==> config.mk <==
export PLATFORM = sky130hd
export DESIGN_NAME = spi_master_flat
export DESIGN_NICKNAME = d
export VERILOG_FILES = /design/src/rtl/spi_master_if.sv /design/src/rtl/spi_master.sv /design/src/flat_wrapper.sv
export SDC_FILE = /design/constraint.sdc
export NUM_CORES = 1
export LEC_CHECK = 0
export ABC_AREA = 1
export CAP_MARGIN = 20
export CORE_MARGIN = 3
export CORE_UTILIZATION = 40
export DETAILED_ROUTE_END_ITERATION = 10
export HOLD_SLACK_MARGIN = 0.1
export PLACE_DENSITY = 0.73
export SYNTH_ARGS = -nofsm -noshare
export SYNTH_HDL_FRONTEND = slang
export SYNTH_SLANG_ARGS = --single-unit
==> constraint.sdc <==
create_clock -name clk -period 2.5 [get_ports clk]
set_input_delay 0.5 -clock clk [delete_from_list [all_inputs] [get_ports clk]]
set_output_delay 0.5 -clock clk [all_outputs]
set_load 0.02 [all_outputs]
==> src/rtl/spi_master_if.sv <==
// Command/response handshake between a frame requester and spi_master.
// The requester uses the master modport; spi_master itself uses the slave modport.
interface spi_master_if;
  logic       cmd_valid;
  logic       cmd_ready;
  logic [9:0] cmd_data;
  logic       rsp_valid;
  logic [7:0] rsp_data;
  logic       busy;

  modport master (
    output cmd_valid,
    output cmd_data,
    input  cmd_ready,
    input  rsp_valid,
    input  rsp_data,
    input  busy
  );

  modport slave (
    input  cmd_valid,
    input  cmd_data,
    output cmd_ready,
    output rsp_valid,
    output rsp_data,
    output busy
  );
endinterface

==> src/rtl/spi_master.sv <==
// Clock-synchronous SPI master: serialises a select bit plus a 10-bit command on MOSI
// under SS_n and, for read-data commands, shifts an 8-bit reply in from MISO.
module spi_master #(
  parameter int unsigned RD_GAP = 2
) (
  input  logic         clk,
  input  logic         rst_n,
  spi_master_if.slave  cmd,
  output logic         SS_n,
  output logic         MOSI,
  input  logic         MISO
);

  typedef enum logic [1:0] {IDLE, SEND, GAP, RECV} state_t;

  localparam logic [3:0] SEND_LAST_BIT = 4'd10;
  localparam logic [3:0] SEND_LAST     = 4'd11;
  localparam logic [3:0] RECV_LAST     = 4'd8;
  localparam logic [3:0] GAP_LAST      = 4'((RD_GAP == 0) ? 0 : RD_GAP - 1);

  state_t      state_q, state_d;
  logic [3:0]  cnt_q, cnt_d;
  logic [9:0]  cmd_q, cmd_d;
  logic [7:0]  shift_q, shift_d;
  logic [7:0]  rsp_data_q, rsp_data_d;
  logic        rsp_valid_q, rsp_valid_d;
  logic        ss_n_q, ss_n_d;
  logic        mosi_q, mosi_d;
  logic [10:0] frame;

  // Pins are registered, so each state drives the value that appears after the
  // next edge; a write frame therefore spends one extra SEND cycle raising SS_n.
  always_comb begin
    state_d     = state_q;
    cnt_d       = cnt_q + 4'd1;
    cmd_d       = cmd_q;
    shift_d     = shift_q;
    rsp_data_d  = rsp_data_q;
    rsp_valid_d = 1'b0;
    ss_n_d      = 1'b0;
    mosi_d      = 1'b0;
    frame       = {cmd_q[9], cmd_q};

    unique case (state_q)
      IDLE: begin
        ss_n_d = 1'b1;
        cnt_d  = '0;
        if (cmd.cmd_valid) begin
          cmd_d   = cmd.cmd_data;
          state_d = SEND;
        end
      end

      SEND: begin
        if (cnt_q <= SEND_LAST_BIT) begin
          mosi_d = frame[SEND_LAST_BIT - cnt_q];
        end
        if (cnt_q == SEND_LAST_BIT && cmd_q[9:8] == 2'b11) begin
          state_d = (RD_GAP == 0) ? RECV : GAP;
          cnt_d   = '0;
        end else if (cnt_q == SEND_LAST) begin
          ss_n_d  = 1'b1;
          state_d = IDLE;
          cnt_d   = '0;
        end
      end

      GAP: begin
        if (cnt_q == GAP_LAST) begin
          state_d = RECV;
          cnt_d   = '0;
        end
      end

      RECV: begin
        if (cnt_q == RECV_LAST) begin
          ss_n_d      = 1'b1;
          rsp_data_d  = shift_q;
          rsp_valid_d = 1'b1;
          state_d     = IDLE;
          cnt_d       = '0;
        end else begin
          shift_d = {shift_q[6:0], MISO};
        end
      end

      default: begin
        ss_n_d  = 1'b1;
        state_d = IDLE;
        cnt_d   = '0;
      end
    endcase
  end

  always_ff @(posedge clk or negedge rst_n) begin
    if (!rst_n) begin
      state_q     <= IDLE;
      cnt_q       <= '0;
      cmd_q       <= '0;
      shift_q     <= '0;
      rsp_data_q  <= '0;
      rsp_valid_q <= 1'b0;
      ss_n_q      <= 1'b1;
      mosi_q      <= 1'b0;
    end else begin
      state_q     <= state_d;
      cnt_q       <= cnt_d;
      cmd_q       <= cmd_d;
      shift_q     <= shift_d;
      rsp_data_q  <= rsp_data_d;
      rsp_valid_q <= rsp_valid_d;
      ss_n_q      <= ss_n_d;
      mosi_q      <= mosi_d;
    end
  end

  assign cmd.cmd_ready = (state_q == IDLE);
  assign cmd.busy      = (state_q != IDLE);
  assign cmd.rsp_valid = rsp_valid_q;
  assign cmd.rsp_data  = rsp_data_q;
  assign SS_n          = ss_n_q;
  assign MOSI          = mosi_q;

endmodule

==> src/flat_wrapper.sv <==
// flat-port wrapper written by rule: the top's interface ports become plain ports
module spi_master_flat 
#(
  parameter int unsigned RD_GAP = 2
)
  (clk, rst_n, SS_n, MOSI, MISO, cmd_cmd_valid, cmd_cmd_data, cmd_cmd_ready, cmd_rsp_valid, cmd_rsp_data, cmd_busy);
  spi_master_if cmd_i ();
  input  logic clk;
  input  logic rst_n;
  output logic SS_n;
  output logic MOSI;
  input  logic MISO;
  input wire logic [$bits(cmd_i.cmd_valid)-1:0] cmd_cmd_valid;
  input wire logic [$bits(cmd_i.cmd_data)-1:0] cmd_cmd_data;
  output wire logic [$bits(cmd_i.cmd_ready)-1:0] cmd_cmd_ready;
  output wire logic [$bits(cmd_i.rsp_valid)-1:0] cmd_rsp_valid;
  output wire logic [$bits(cmd_i.rsp_data)-1:0] cmd_rsp_data;
  output wire logic [$bits(cmd_i.busy)-1:0] cmd_busy;
  assign cmd_i.cmd_valid = cmd_cmd_valid;
  assign cmd_i.cmd_data = cmd_cmd_data;
  assign cmd_cmd_ready = cmd_i.cmd_ready;
  assign cmd_rsp_valid = cmd_i.rsp_valid;
  assign cmd_rsp_data = cmd_i.rsp_data;
  assign cmd_busy = cmd_i.busy;
  spi_master #(.RD_GAP(RD_GAP)) u_core (.clk(clk), .rst_n(rst_n), .cmd(cmd_i), .SS_n(SS_n), .MOSI(MOSI), .MISO(MISO));
endmodule
# Yosys cells after proc, flatten, opt, wreduce, memory -nomap -nowiden
# Index checks and enable logic that the tools add are counted.
dict set report op_classes {
  addsub 2
  n_mux 20
  bitwise_logic 1
  n_reduce_logical 7
  eq_ne 12
  order_cmp 2
}
# op count
set ops {}
lappend ops {{2-to-1 mux 4 bit} 4}
lappend ops {{one-hot mux 4 bit (4 select lines)} 1}
lappend ops {{== test 4 bit, second input constant} 3}
lappend ops {{2-to-1 mux 2 bit} 5}
lappend ops {{one-hot mux 2 bit (4 select lines)} 1}
lappend ops {{2-to-1 mux 1 bit} 7}
lappend ops {{== test 2 bit, second input constant} 3}
lappend ops {{AND reduction 2 bit} 3}
lappend ops {{less-than comparator 4 x 5 -> 1 bit, second input constant} 1}
lappend ops {{adder 4 x 1 -> 4 bit, second input constant} 1}
lappend ops {{binary-select mux 1 bit (select 4 bit)} 1}
lappend ops {{== test 4 x 1 -> 1 bit, second input constant} 1}
lappend ops {{less-or-equal comparator 4 bit, second input constant} 1}
lappend ops {{!= test 2 x 1 -> 1 bit, second input constant} 2}
lappend ops {{AND reduction 4 bit} 1}
lappend ops {{subtractor 4 bit, first input constant} 1}
lappend ops {{!= test 3 x 1 -> 1 bit, second input constant} 1}
lappend ops {{one-hot mux 1 bit (3 select lines)} 1}
lappend ops {{== test 2 x 1 -> 1 bit, second input constant} 1}
lappend ops {{logical NOT 2 bit} 1}
lappend ops {{!= test 2 bit, second input constant} 1}
lappend ops {{nonzero test 2 bit} 1}
lappend ops {{logical AND 1 bit} 1}
lappend ops {{NOT 1 bit} 1}
dict set report word_totals {
  regBits 35
  word_cells 52
}

# Depth between registers and ports, before layout
dict set report logic_depth {
  depth_word 5
  mapped_depth 10
  ltp_nobuf 9
}

# Worst setup path after synthesis
# OpenSTA, ideal clock, no wires.
dict set report synth_timing {
  kind {register to register}
  from {register u_core.cnt_q[0]}
  to {register u_core.rsp_data_q[3] (netlist: u_core.cmd.rsp_data[3])}
  stages_incl_launch_ff 7
  synth_period_minus_slack_ns 1.627
  setup_slack_ns 0.873
  n_path_buf 1
  arrival_time_ns 1.502
  setup_time_ns 0.125
  cell_sequence {dfrtp_1 -> clkbuf_2 -> inv_1 -> ha_1 -> nand3_4 -> nor2_4 -> mux2_2}
}
dict set report synth_via {
  elab_chain_cells 2
}
# element line
set synth_lines {}
lappend synth_lines {{from (decl)} spi_master.sv:22} ;# logic [3:0] cnt_q, cnt_d;
lappend synth_lines {{from (signal assigned)} spi_master.sv:107} ;# cnt_q <= cnt_d;
lappend synth_lines {{== test 4 bit} spi_master.sv:76} ;# if (cnt_q == RECV_LAST) begin
lappend synth_lines {{AND reduction 2 bit (no line)} -}
lappend synth_lines {{to (signal assigned)} spi_master.sv:110} ;# rsp_data_q <= rsp_data_d;
lappend synth_lines {{to (decl)} spi_master.sv:25} ;# logic [7:0] rsp_data_q, rsp_data_d;
# Every way passes these cells.
# A chain may end at the register's enable or synchronous reset.

==> results by group <==
Synth
  • Most used flip-flop cell after synthesis: dfrtp_1
  • Most instantiated library cell after synthesis: nand2_1
  • Yosys top cell by area: dfrtp_1
  • Area contributors post-synth: dfrtp_1 50%, mux2_2 9.2%, nand2_1 7.7%
  • Synth top area share: about 50%
  • Commonest cells in the netlist: 35 x nand2_1, 34 x dfrtp_1, 15 x inv_1, 14 x mux2_2, 9 x nand3_1
  • Synth Register Bits: 35
  • Cell variety after synth: 26
  • Mapped Avg Cell Area: 10.2 um2
  • Seq/Total Area, Yosys: 51.3%
  • Async S/R FF share, synth: 100%
  • Netlist Area Pre-Place: 1710 um2
  • Cells after synthesis: around 170
  • Syn Nets: about 190
  • YS warnings: 0
  • Post-synth EDFFs: 0

Timing
  • Clock skew: approximately 0.0034 ns
  • # setup viols final: 0
  • Final TNS setup: 0 ns
  • Hold Violations, Final: 0
  • Tcrit/Tclk final: between 80% and 90%
  • Worst slew margin: between 70% and 80%
  • Unrepaired setup endpoints after global routing: false
  • Final min period: roughly 2.0 ns
  • Worst-margin pin slew: approximately 0.43 ns
  • Final hold slack: roughly 0.49 ns
  • Final worst slack: around 0.47 ns
  • Slew Viols, Final: 0
  • Fmax: about 490 MHz

Hold path
  • Worst hold start: u_core.shift_q[1]
  • HP Class: register to register
  • Hold path depth: 2
  • Worst Hold End: u_core.shift_q[1]

Drt
  • DRT iter0 DRCs: between 60 and 70
  • Drt first pass iters: 4
  • Vias/cell: 4.68
  • Drt total wl: around 2.8 mm
  • Drc violations: 0
  • Antenna Violating Nets Remaining: 0
  • Wire length per cell: approximately 11 um
  • Via count: between 1000 and 1500

Global route
  • Largest net degree at the start of global routing: 36
  • Total Routing Usage GR: approximately an eighth
  • First-pass GRT wire length: 5.13 mm
  • Gr ovfl total: 0
  • Vias in the first global route: 1144
  • Initial antenna violation count: 0

Clock tree
  • TritonCTS clock tree: done
  • Hold_buf cts: 0
  • Worst skew pair latency: around 0.28 ns
  • Number of buffers created by CTS: 5
  • # Post-CTS Setup Buffers: 0
  • Htree depth: 2
  • CTS max path bufs: 2
  • Post-cts gate resize count: 0
  • Clock transition at path regs: 0.06 ns
  • Clock Sinks: 35
  • Clk root buf: clkbuf_8

Die
  • Die Ht: 71.4 um
  • Die width: between 70 and 80 um
  • Core area: slightly above 4000 um2
  • Die area: 5090 um2
  • Starting Density: 42.1%
  • Row cnt: 23
  • I/O pins: 27

Power
  • Final Power: slightly above 2 mW
  • Leak: between 0.9 and 1 nW
  • VDD IR max: between 500 and 600 uV
  • Pwr/cell area: a little under 1000 nW/um2

Layout
  • Area Overhead vs Synth: 22.9%
  • Filler cell count: 360
  • Final layout net count: roughly 220
  • Share of layout cells above drive strength 1: between 20% and 30%
  • Core Util, Final: 51.8%
  • Fin cells: 250
  • Reg area: slightly below 900 um2
  • Area of the multi-input gates: 736 um2
  • Fin area: ~2100 um2
  • Number of inserted diodes: 0

Place
  • IO buf count: 26
  • Hpwl dp: roughly 2.1 mm
  • Placed insts: between 200 and 250
  • DP Area: about 2000 um2
  • Pre-CTS worst setup slack: between 0.6 and 0.7 ns
  • GPL Wtd Cong: between 0.8 and 0.9

Setup path
  • Crit start category: register
  • CP Data Required Time: ~2 ns
  • Critical Path Sink Type: output pin
  • Data arrival, critical path: roughly 1.5 ns
  • Reg2Reg Depth: 9
  • Crit Path Class: register to output pin
  • R2r startpoint: u_core.cnt_q[0]
  • R2r setup slk: 0.66 ns
  • Crit-path max FO: 5

Status
  • Status: finished, final reports clean

Flow run
  • Max Cap Violations: 0
[final cells by class]
class                      instances  area share (%)
clock buffer                       7            3.63
clock inverter                     1           0.238
inverter                          17            3.28
multi-input combinational        112            35.0
sequential                        35            41.8
tap                               50            2.98
timing repair buffer              28            13.1
[per-layer routing]
layer / wire length, um / track usage (%) / vias to the layer above
li1: - / - / 606
met4: 45 / 8.14 / 0
met3: 119 / 3.09 / 2
met5: 0 / 0 / -
met2: 1280 / 19.1 / 29
met1: 1380 / 17.4 / 533
[how the worst max path moves through the flow]
| stage | from | slack [ns] | endpoint |
|---|---|---|---|
| after floorplan | u_core.cnt_q[0] | 0.87 | u_core.cmd.rsp_data[3] |
| after global placement | u_core.cnt_q[0] | 0.69 | register |
| after detailed placement | u_core.cnt_q[0] | 0.67 | register |
| after CTS | register | 0.46 | cmd_cmd_ready |
| after global routing | register | 0.40 | cmd_busy |
| final | register | 0.47 | cmd_cmd_ready |
[registers in the layout, summed over array words and instances (netlist names), named ones only]
name and cells:
u_core.shift_q 8, u_core.cmd.rsp_data 8, u_core.state_q 1, u_core.cmd.rsp_valid 1
u_core.SS_n 1, u_core.MOSI 1, u_core.cnt_q 4, u_core.cmd_q 10
[kinds of logic (layout without fill, tap and decap cells)]
logic type | Yosys count | count (layout) | share of synthesized area (%)
flops | 35 | 35 | 51.3
xor+xnor | 2 | 2 | 1.03
buf+inv | 20 | 53 | 5.64
compound gates | 23 | 23 | 8.78
mux | 14 | 14 | 9.22
simple gates | 68 | 68 | 20.4
fa+ha+maj | 5 | 5 | 3.66
[where the power goes]
part	switching (mW)	leakage (nW)	total, mW	internal (mW)
logic	0.445	0.468	0.815	0.370
registers	0.137	0.450	0.886	0.749
clock network	0.183	0.0422	0.378	0.195
total	0.765	0.961	2.08	1.31
[worst max-delay path, cell delays in order, from the launching register on]
cell and delay [ns]:
dfrtp_1 0.46, nor2_4 0.17, clkdlybuf4s50_1 0.62
[layout by cell type (no fill, tap or decap), types with 6 or more instances in the layout]
| cell | n |
|---|---|
| nand2_1 | 35 |
| dfrtp_1 | 34 |
| o21ai_0 | 6 |
| nor2_1 | 8 |
| nand3_1 | 9 |
| clkdlybuf4s50_1 | 26 |
| a21oi_1 | 7 |
| mux2_2 | 14 |
| inv_1 | 15 |
No activity file was read; power rests on OpenSTA's default activity.
